===== src/rtl/mdio_pkg.sv =====
// MDIO framing constants, FSM state encoding and the read-detect rule
// shared by the management master and its sub-blocks.
package mdio_pkg;

    localparam logic [1:0] ST_C22         = 2'b01;
    localparam logic [1:0] ST_C45         = 2'b00;
    localparam logic [1:0] OP_C22_READ    = 2'b10;
    localparam logic [1:0] OP_C45_PRD_INC = 2'b10;
    localparam logic [1:0] OP_C45_READ    = 2'b11;
    localparam int         FRAME_BITS     = 32;

    typedef enum logic [2:0] {
        S_IDLE = 3'd0,
        S_PRE  = 3'd1,
        S_HDR  = 3'd2,
        S_TA   = 3'd3,
        S_DATA = 3'd4
    } mdio_state_e;

    // Unknown ST codes are sent verbatim as writes.
    function automatic logic is_read(input logic [1:0] st, input logic [1:0] op);
        logic rd_s;
        case (st)
            ST_C22:  rd_s = (op == OP_C22_READ);
            ST_C45:  rd_s = (op == OP_C45_READ) || (op == OP_C45_PRD_INC);
            default: rd_s = 1'b0;
        endcase
        return rd_s;
    endfunction

endpackage


===== src/rtl/mdio_clk_gen.sv =====
// MDC divider: DIV_HALF clk cycles low then DIV_HALF high per bit, with
// strobes on the cycle before each MDC edge. Parked low while disabled.
module mdio_clk_gen #(
    parameter int DIV_HALF = 1
) (
    input  logic clk,
    input  logic rst,
    input  logic en,
    output logic mdc,
    output logic rise_tick,
    output logic fall_tick
);

    localparam int            PW      = $clog2(DIV_HALF) + 1;
    localparam logic [PW-1:0] PH_LAST = PW'(DIV_HALF - 1);
    localparam logic [PW-1:0] PH_ZERO = {PW{1'b0}};
    localparam logic [PW-1:0] PH_ONE  = PW'(1'b1);

    logic [PW-1:0] ph_r;
    logic          mdc_r;
    logic          wrap_s;

    // Half-period terminal count and edge strobes
    always_comb begin
        wrap_s    = en && (ph_r == PH_LAST);
        rise_tick = wrap_s && !mdc_r;
        fall_tick = wrap_s && mdc_r;
    end

    // Phase counter and MDC toggle
    always_ff @(posedge clk) begin
        if (rst) begin
            ph_r  <= PH_ZERO;
            mdc_r <= 1'b0;
        end else if (!en) begin
            ph_r  <= PH_ZERO;
            mdc_r <= 1'b0;
        end else if (wrap_s) begin
            ph_r  <= PH_ZERO;
            mdc_r <= !mdc_r;
        end else begin
            ph_r  <= ph_r + PH_ONE;
        end
    end

    assign mdc = mdc_r;

endmodule


===== src/rtl/mdio_master_gen2.sv =====
// MDIO management master: serialises a Clause 22/45 frame behind a
// configurable preamble and captures the 16-bit read data.
module mdio_master_gen2
    import mdio_pkg::*;
#(
    parameter int DIV_HALF     = 1,
    parameter int PREAMBLE_LEN = 32
) (
    input  logic        clk,
    input  logic        rst,
    input  logic        MDIO_START,
    input  logic [31:0] T_DATA,
    input  logic        MDIO_IN,
    output logic [15:0] RD_DATA,
    output logic        DATA_RDY,
    output logic        BUSY,
    output logic        MDC,
    output logic        MDIO_OE,
    output logic        MDIO_OUT
);

    // Bit counter runs down across the whole frame; values below 32 index T_DATA directly.
    localparam int            BW          = $clog2(PREAMBLE_LEN + FRAME_BITS) + 1;
    localparam logic [BW-1:0] CNT_START   = BW'(PREAMBLE_LEN + FRAME_BITS - 1);
    localparam logic [BW-1:0] CNT_PRE_END = BW'(FRAME_BITS);
    localparam logic [BW-1:0] CNT_HDR_END = BW'(6'd18);
    localparam logic [BW-1:0] CNT_TA_END  = BW'(6'd16);
    localparam logic [BW-1:0] CNT_ZERO    = {BW{1'b0}};
    localparam logic [BW-1:0] CNT_ONE     = BW'(1'b1);

    mdio_state_e   state_r, state_nxt_s;
    logic [BW-1:0] bit_cnt_r, cnt_nxt_s;
    logic [31:0]   frame_r, frame_src_s;
    logic          rd_r, rd_src_s;
    logic [15:0]   shift_r, rd_data_r;
    logic          data_rdy_r, busy_r, mdio_oe_r, mdio_out_r;
    logic          out_nxt_s, oe_nxt_s;
    logic          accept_s, last_s, load_s;
    logic          mdc_s, rise_tick_s, fall_tick_s;

    mdio_clk_gen #(
        .DIV_HALF (DIV_HALF)
    ) u_clk_gen (
        .clk       (clk),
        .rst       (rst),
        .en        (busy_r),
        .mdc       (mdc_s),
        .rise_tick (rise_tick_s),
        .fall_tick (fall_tick_s)
    );

    // Frame-level strobes
    always_comb begin
        accept_s = (state_r == S_IDLE) && MDIO_START;
        last_s   = fall_tick_s && (state_r == S_DATA) && (bit_cnt_r == CNT_ZERO);
        load_s   = accept_s || fall_tick_s;
    end

    // State register
    always_ff @(posedge clk) begin
        if (rst) begin
            state_r <= S_IDLE;
        end else begin
            state_r <= state_nxt_s;
        end
    end

    // Next-state logic: phases advance only when a bit ends
    always_comb begin
        state_nxt_s = state_r;
        case (state_r)
            S_IDLE: begin
                if (MDIO_START) begin
                    state_nxt_s = (PREAMBLE_LEN > 0) ? S_PRE : S_HDR;
                end else begin
                    state_nxt_s = S_IDLE;
                end
            end
            S_PRE: begin
                if (fall_tick_s && (bit_cnt_r == CNT_PRE_END)) state_nxt_s = S_HDR;
                else state_nxt_s = S_PRE;
            end
            S_HDR: begin
                if (fall_tick_s && (bit_cnt_r == CNT_HDR_END)) state_nxt_s = S_TA;
                else state_nxt_s = S_HDR;
            end
            S_TA: begin
                if (fall_tick_s && (bit_cnt_r == CNT_TA_END)) state_nxt_s = S_DATA;
                else state_nxt_s = S_TA;
            end
            S_DATA: begin
                if (last_s) state_nxt_s = S_IDLE;
                else state_nxt_s = S_DATA;
            end
            default: state_nxt_s = S_IDLE;
        endcase
    end

    // Output logic: next pin values for the bit that starts on this edge
    always_comb begin
        frame_src_s = frame_r;
        rd_src_s    = rd_r;
        cnt_nxt_s   = bit_cnt_r;
        out_nxt_s   = mdio_out_r;
        oe_nxt_s    = mdio_oe_r;
        if (accept_s) begin
            frame_src_s = T_DATA;
            rd_src_s    = is_read(T_DATA[31:30], T_DATA[29:28]);
            cnt_nxt_s   = CNT_START;
        end else if (fall_tick_s && (bit_cnt_r != CNT_ZERO)) begin
            cnt_nxt_s   = bit_cnt_r - CNT_ONE;
        end else begin
            cnt_nxt_s   = bit_cnt_r;
        end
        if (load_s) begin
            case (state_nxt_s)
                S_PRE: begin
                    out_nxt_s = 1'b1;
                    oe_nxt_s  = 1'b1;
                end
                S_HDR: begin
                    out_nxt_s = frame_src_s[cnt_nxt_s[4:0]];
                    oe_nxt_s  = 1'b1;
                end
                S_TA, S_DATA: begin
                    if (rd_src_s) begin
                        out_nxt_s = 1'b0;
                        oe_nxt_s  = 1'b0;
                    end else begin
                        out_nxt_s = frame_src_s[cnt_nxt_s[4:0]];
                        oe_nxt_s  = 1'b1;
                    end
                end
                default: begin
                    out_nxt_s = 1'b0;
                    oe_nxt_s  = 1'b0;
                end
            endcase
        end else begin
            out_nxt_s = mdio_out_r;
            oe_nxt_s  = mdio_oe_r;
        end
    end

    // Datapath and registered outputs
    always_ff @(posedge clk) begin
        if (rst) begin
            bit_cnt_r  <= CNT_ZERO;
            frame_r    <= 32'h0000_0000;
            rd_r       <= 1'b0;
            shift_r    <= 16'h0000;
            rd_data_r  <= 16'h0000;
            data_rdy_r <= 1'b0;
            busy_r     <= 1'b0;
            mdio_oe_r  <= 1'b0;
            mdio_out_r <= 1'b0;
        end else begin
            bit_cnt_r  <= cnt_nxt_s;
            mdio_out_r <= out_nxt_s;
            mdio_oe_r  <= oe_nxt_s;
            data_rdy_r <= last_s && rd_r;
            if (accept_s) begin
                frame_r <= T_DATA;
                rd_r    <= rd_src_s;
                busy_r  <= 1'b1;
            end else if (last_s) begin
                busy_r  <= 1'b0;
            end
            if (rise_tick_s && (state_r == S_DATA) && rd_r) begin
                shift_r <= {shift_r[14:0], MDIO_IN};
            end
            if (last_s && rd_r) begin
                rd_data_r <= shift_r;
            end
        end
    end

    assign RD_DATA  = rd_data_r;
    assign DATA_RDY = data_rdy_r;
    assign BUSY     = busy_r;
    assign MDC      = mdc_s;
    assign MDIO_OE  = mdio_oe_r;
    assign MDIO_OUT = mdio_out_r;

endmodule


===== config.mk =====
export PLATFORM = sky130hd
export DESIGN_NAME = mdio_master_gen2
export DESIGN_NICKNAME = d
export VERILOG_FILES = /design/src/rtl/mdio_pkg.sv /design/src/rtl/mdio_clk_gen.sv /design/src/rtl/mdio_master_gen2.sv
export SDC_FILE = /design/constraint.sdc
export NUM_CORES = 1
export LEC_CHECK = 0
export BUFFER_PORTS_ARGS = -buffer_cell sky130_fd_sc_hd__buf_4
export CORE_MARGIN = 3
export CORE_UTILIZATION = 61
export CTS_BUF_LIST = sky130_fd_sc_hd__clkbuf_8 sky130_fd_sc_hd__clkbuf_16
export CTS_CLUSTER_SIZE = 14
export DETAILED_ROUTE_END_ITERATION = 10
export MAX_ROUTING_LAYER = met4
export PLACE_DENSITY = 0.85
export SETUP_SLACK_MARGIN = 0.2
export SLEW_MARGIN = 20
export SYNTH_ARGS = -nofsm -noshare
export SYNTH_HDL_FRONTEND = slang
export SYNTH_HIERARCHICAL = 1
export SYNTH_SLANG_ARGS = --single-unit

===== constraint.sdc =====
create_clock -name clk -period 4.3 [get_ports clk]
set_input_delay 0.215 -clock clk [delete_from_list [all_inputs] [get_ports clk]]
set_output_delay 0.215 -clock clk [all_outputs]
set_load 0.05 [all_outputs]

## Word level (Yosys, flattened, before mapping)

Index checks and enable logic that the tools add are counted.

- Add/sub/neg operators: 2
- Order comparisons: 1
- Equal/unequal tests: 14
- Muxes and demuxes: 19
- Bitwise operators: 2
- Reduce and logical (&&, ||, !) cells: 27

Operator list:

| operator | number |
|---|---|
| $mux 32 | 1 |
| $pmux 3 s5 | 1 |
| $eq 7x5->1 const B | 2 |
| $logic_and 1x1->1 | 13 |
| $eq 3x2->1 const B | 4 |
| $mux 6 | 2 |
| $mux 1 | 8 |
| $reduce_or 2->1 | 4 |
| $eq 7x6->1 const B | 1 |
| $logic_not 7->1 | 1 |
| $reduce_bool 7->1 | 1 |
| $sub 7x1->7 const B | 1 |
| $eq 3x1->1 const B | 2 |
| $eq 3x3->1 const B | 2 |
| $lt 5x6->1 const B | 1 |
| $mux 3 | 2 |
| $bmux 1 s5 | 1 |
| $eq 2x2->1 const B | 2 |
| $pmux 1 s2 | 2 |
| $reduce_bool 2->1 | 2 |
| $logic_not 3->1 | 1 |
| $pmux 1 s3 | 1 |
| $reduce_or 3->1 | 1 |
| $eq 2x1->1 const B | 1 |
| 6 further kinds | 8 |

- Register bits: 81
- Input port bits: 36
- Output and inout port bits: 21
- Logic and storage cells: 79

## Longest topological paths before layout

- Word-level depth: 10
- Depth in mapped cells: 10
- Gate-level depth less buffers: 9

## Cells and area by module

The synthesis kept the hierarchy.

By module, submodules not included:

| module | times used | cells each | area each (µm²) | sequential area each (µm²) |
|---|---|---|---|---|
| mdio_master_gen2 | 1 | 445 | 3683.5 | 1581.5 |
| mdio_clk_gen | 1 | 7 | 82.6 | 40.0 |

## Worst setup path after synthesis

No wires, ideal clock.

- Path type: reg2reg
- Start point: register busy_r, in the netlist BUSY
- End point: register mdio_out_r, in the netlist MDIO_OUT
- Setup time: 120 ps
- Arrival time: 2758 ps
- Required time: 4180 ps
- Slack: 1422 ps
- Stages on the path, launching flop included: 10
- Path buffers: 1
- Clock period less this slack: 2878 ps
- Path through: dfxtp_1 -> and3b_2 -> clkbuf_1 -> nand2b_1 -> o31ai_2 -> nor3_1 -> a221oi_1 -> a2111oi_4 -> nor4_1 -> o31a_1

- Cells in the longest elaborated chain, start to end: 9
- Elaborated cells between the ends (all ways): 25
- Classes of those cells: 4 x eq/ne; 11 x mux; 10 x reduce/logical

Ends and longest elaborated chain:

| element | RTL line | source |
|---|---|---|
| start: declaration | mdio_master_gen2.sv:36 | `logic data_rdy_r, busy_r, mdio_oe_r, mdio_out_r;` |
| start signal: assignment | mdio_master_gen2.sv:154 | `busy_r <= 1'b0;` |
| start signal: assignment | mdio_master_gen2.sv:165 | `busy_r <= 1'b1;` |
| start signal: assignment | mdio_master_gen2.sv:167 | `busy_r <= 1'b0;` |
| $logic_and 1x1->1 (*) | mdio_clk_gen.sv:25 | `wrap_s = en && (ph_r == PH_LAST);` |
| $logic_and 1x1->1 (*) | mdio_clk_gen.sv:27 | `fall_tick = wrap_s && mdc_r;` |
| net fall_tick_s | mdio_master_gen2.sv:39 | `logic mdc_s, rise_tick_s, fall_tick_s;` |
| $logic_and 1x1->1 (on tied branches) | mdio_master_gen2.sv:110, mdio_master_gen2.sv:55 |  |
| $mux 6 / $logic_and 1x1->1 (equally long branches) | mdio_master_gen2.sv:110, mdio_master_gen2.sv:55 |  |
| $mux 6 / $mux 3 (equally long branches) | mdio_master_gen2.sv:106, mdio_master_gen2.sv:92 |  |
| $bmux 1 s5 / $pmux 3 s5 (equally long branches) | mdio_master_gen2.sv:122, mdio_master_gen2.sv:130, mdio_master_gen2.sv:71 |  |
| $mux 1 (not written as such) (tied with other cells) | mdio_master_gen2.sv:122, mdio_master_gen2.sv:130 |  |
| $mux 1 / $reduce_or 2->1 (equally long branches) | mdio_master_gen2.sv:126, mdio_master_gen2.sv:116 |  |
| $pmux 1 s3 | mdio_master_gen2.sv:116 | `case (state_nxt_s)` |
| end signal: assignment | mdio_master_gen2.sv:159 | `mdio_out_r <= out_nxt_s;` |
| end: declaration | mdio_master_gen2.sv:36 |  |

Mark *: on every way through the listed nets, which the timed path passes. The rest lies on a longest branch. The select of a mux whose other input is x is not followed.
A chain may end at the register's enable or synchronous reset.

## Final worst setup path

- Start point: register bit_cnt_r[0]
- End point: register mdio_out_r, in the netlist MDIO_OUT

- Cells in the longest elaborated chain, start to end: 8
- Elaborated cells between the ends (all ways): 27
- Classes of those cells: 1 x add/sub; 7 x eq/ne; 11 x mux; 8 x reduce/logical

Ends and longest elaborated chain:

| element | RTL line | source |
|---|---|---|
| start: declaration | mdio_master_gen2.sv:32 | `logic [BW-1:0] bit_cnt_r, cnt_nxt_s;` |
| start signal: assignment | mdio_master_gen2.sv:158 | `bit_cnt_r <= cnt_nxt_s;` |
| parallel branches: the longest is 7 deep, another holds $sub 7x1->7 | -- |  |
| $pmux 1 s3 (*) | mdio_master_gen2.sv:116 |  |

Every way passes the cells marked *. The select of a mux whose other input is x is not followed.

==> flow_summary.yaml <==
place:
  portBuffers: 56
  dp_hpwl_um: 6140
  placed_area_mm2: 0.00420
  place.gp.congestion: 0.934
routing:
  drc: 0
  drtAntennaViolNets: 0
  first_iter_violations: 245
  first_pass_iters: 5
  finalWirelength_um: 8950
  vias_per_cell: 5.94
  vias: 3390
  wl_per_cell_um: 15.7
timing:
  setup_tns_ns: 0
  layout_worst_path_cycle_share: 0.761
  rsz0062_at_grt: "no"
  setup_violations: 0
  min_period_ns: 3.27
  drv_slew: 0
  whs_ns: 0.0950
  worst_slew_pin_slew_ns: 1.01
  fin_skew_ns: 0.00917
  relSlewSlack: 0.322
  fmax_ghz: 0.306
  finalHoldViolCount: 0
layout:
  stdcell_area_mm2: 0.00441
  layout.nets: 533
  fillers: 413
  syn_to_final_growth_pct: 17.0
  diodes: 0
  drive_gt1_frac: 0.186
grt:
  overflow: 0
  grt_max_degree: 81
  grt_usage: 0.265
  grt_pass1_wl_um: 15200
  antenna_found_initial: 0
  grt_pass1_vias: 3176
floorplanning:
  die_h_um: 84.6
  num_io_pins: 57
  coreArea_mm2: 0.00574
  fp.dieW_um: 84.6
  die_area_mm2: 0.00715
  initial_utilization: 0.656
  num_rows: 27
synthesis:
  synth_xor_area_frac: 0.00930
  synth_top_family_by_area: "simple AND/OR/NAND/NOR gates"
  ys_seq_elements: 81
  synthSimpleGateAreaFrac: 0.245
  synth_fp_nets: 491
  synthMuxAreaShare: 0.0844
  synth-edff-count: 0
  synth_compound_area_frac: 0.181
  yosysSeqAreaShare: 0.431
  synth_area_per_cell_um2: 8.33
  syn_area_mm2: 0.00377
  synth_cell_types: 67
  ys_warn_count: 6
  synth_fa_ha_area_frac: 0.00997
  async_flop_share: 0
  synth_flop_cell: "dfxtp_1"
  synth_cells: 452
setup_path:
  worst_setup_path_end_kind: "register"
  arrival_ns: 3.52
  required_ns: 4.54
  crit_path_max_fanout: 7
  crit_buf_inv: 1
  crit_path_max_incr_delay_ns: 0.74
  slowest_stage: "nor3_1"
  r2r_setup_slack_ns: 1.03
  crit_chain: "inv_1 -> ha_1 -> nor4b_2 -> a21oi_1 -> nor3_1 -> a221oi_1 -> a2111oi_4 -> nor4_1 -> o31a_1"
  crit_family: "simple AND/OR/NAND/NOR gates"
  worstSetupPathType: "register to register"
  cp-start-kind: "register"
power_and_ir_drop:
  combPwrFrac: 0.240
  p_int_mw: 1.26
  p_sw_mw: 0.592
  total_power_mw: 1.85
  pwr-share-clk: 0.307
  p_leak_nw: 1.83
  power.density_mw_per_mm2: 420
  p_seq_frac: 0.453
  p_sw_frac: 0.320
  vdd_drop_max_uv: 253
clock_tree:
  cts_buffers: 9
  clock_latency_ns: 0.36
  postCtsSetupRepairBufs: 0
  cts.sinks: 81
  hold_buffers: 0
  clockBufferDepth: 2
  clk_pin_slew_worst_paths_ns: 0.09
  clock-root-buffer: "clkbuf_8"
  cts_tree: "done"
  ctsResizeCount: 0
  h-tree-depth: 3
outcome:
  status: "finished, final reports clean"
flow_run:
  maxCapViolCount: 0
hold_path:
  min_path_type: "input pin to register"
-- metal layers --
layer / global-route usage / vias to the layer above / wire (µm)
met5: - / - / 0
met4: 0.0676 / 0 / 135
met3: 0.0628 / 15 / 574
met2: 0.415 / 134 / 4330
met1: 0.347 / 1580 / 3910
li1: - / 1661 / -
-- synth_stat cells (2+ instances only) --
master / instances / area, µm²
nand3_1: 10 / 50.1
dfxtp_1: 81 / 1620
ha_1: 3 / 37.5
o211ai_1: 4 / 30.0
nor3_1: 7 / 35.0
buf_1: 2 / 7.51
mux2i_1: 28 / 280
buf_2: 6 / 30.0
a2111oi_0: 2 / 17.5
a31oi_1: 2 / 12.5
inv_1: 8 / 30.0
clkbuf_1: 21 / 78.8
a221oi_1: 2 / 17.5
o21ai_0: 8 / 40.0
nor2_1: 42 / 158
a21oi_1: 55 / 275
o211a_1: 2 / 20.0
a211oi_1: 4 / 30.0
or2_2: 3 / 18.8
o31ai_1: 3 / 22.5
nand2b_1: 6 / 37.5
a311o_1: 2 / 20.0
nor2b_1: 4 / 25.0
nor3b_1: 3 / 22.5
nand2_1: 95 / 357
xor2_1: 3 / 26.3
nor4_1: 5 / 31.3
mux2_2: 2 / 22.5
-- final cells by class --
class,count,area (µm²),area share
multi-input cells,334,2000,0.453
flip-flops and latches,81,1620,0.368
well taps,72,90.1,0.0204
inverters,8,30.0,0.00681
clock inverters,6,67.6,0.0153
repair buffers,60,463,0.105
clock buffers,10,138,0.0312
-- registers in the layout (all words and copies together) (netlist names), 3 cells and up --
name       count
shift_r       16
state_r        3
bit_cnt_r      7
frame_r       32
RD_DATA       16
-- stage by stage --
| step | worst slack [ns] | utilization | cells |
|---|---|---|---|
| final | 1.03 | 0.768 | 571 |
| after global routing | 0.687 | 0.768 | 571 |
| after CTS | 1.07 | 0.768 | 571 |
| after detailed placement | 1.10 | 0.732 | 555 |
| after global placement | 1.30 | 0.732 | 555 |
| after floorplan | 1.42 | - | 452 |
-- worst reg2reg max path, stage by stage (launching register included) --
cell and delay (ns):
dfxtp_1 0.36, inv_1 0.12, ha_1 0.26, nor4b_2 0.55, a21oi_1 0.19, nor3_1 0.74, a221oi_1 0.19, a2111oi_4 0.39
nor4_1 0.10, o31a_1 0.28
-- final timing paths --
check,from,end,cells after the start
worst max-delay path,bit_cnt_r[0]$_SDFF_PP0_,MDIO_OUT$_SDFFE_PP0P_,9
worst min-delay path,T_DATA[16],frame_r[16]$_SDFF_PP0_,3
worst max register to register,bit_cnt_r[0]$_SDFF_PP0_,MDIO_OUT$_SDFFE_PP0P_,9
worst min register to register,frame_r[30]$_SDFF_PP0_,frame_r[30]$_SDFF_PP0_,2
-- power by group through the flow --
stage,logic [mW],registers (mW),clock network [mW]
floorplan,0.314,0.853,0
global placement,0.423,0.851,0
detailed placement,0.434,0.853,0
CTS,0.438,0.835,0.577
global route,0.488,0.843,0.604
finish,0.444,0.837,0.568
-- placed cells by master (no fill, tap or decap), types with 2 or more instances in the layout --
| master | netlist | routed |
|---|---|---|
| dfxtp_1 | 81 | 81 |
| nand2_1 | 95 | 95 |
| nor3_1 | 7 | 7 |
| or2_2 | 3 | 3 |
| nor3b_1 | 3 | 3 |
| a221oi_1 | 2 | 2 |
| nor4_1 | 5 | 5 |
| inv_1 | 8 | 9 |
| clkbuf_8 | 0 | 10 |
| xor2_1 | 3 | 3 |
| clkinv_4 | 0 | 2 |
| nand3_1 | 10 | 10 |
| a211oi_1 | 4 | 4 |
| a31oi_1 | 2 | 2 |
| o21ai_0 | 8 | 8 |
| o211ai_1 | 4 | 4 |
| a311o_1 | 2 | 2 |
| nor2_1 | 42 | 42 |
| buf_4 | 0 | 59 |
| nand2b_1 | 6 | 6 |
| mux2_2 | 2 | 2 |
| nor2b_1 | 4 | 4 |
| a2111oi_0 | 2 | 2 |
| ha_1 | 3 | 3 |
| o211a_1 | 2 | 2 |
| a21oi_1 | 55 | 55 |
| o31ai_1 | 3 | 3 |
| mux2i_1 | 28 | 28 |
-- kinds of logic after synthesis --
group	Yosys count
xor gates and xnor gates	4
DFF	81
AOI/OAI and AO/OA	102
muxes	31
buffers and inverters	37
other	1
and+or+nand+nor	193
adders and majority gates	3
Power figures use the tool's default switching activity.
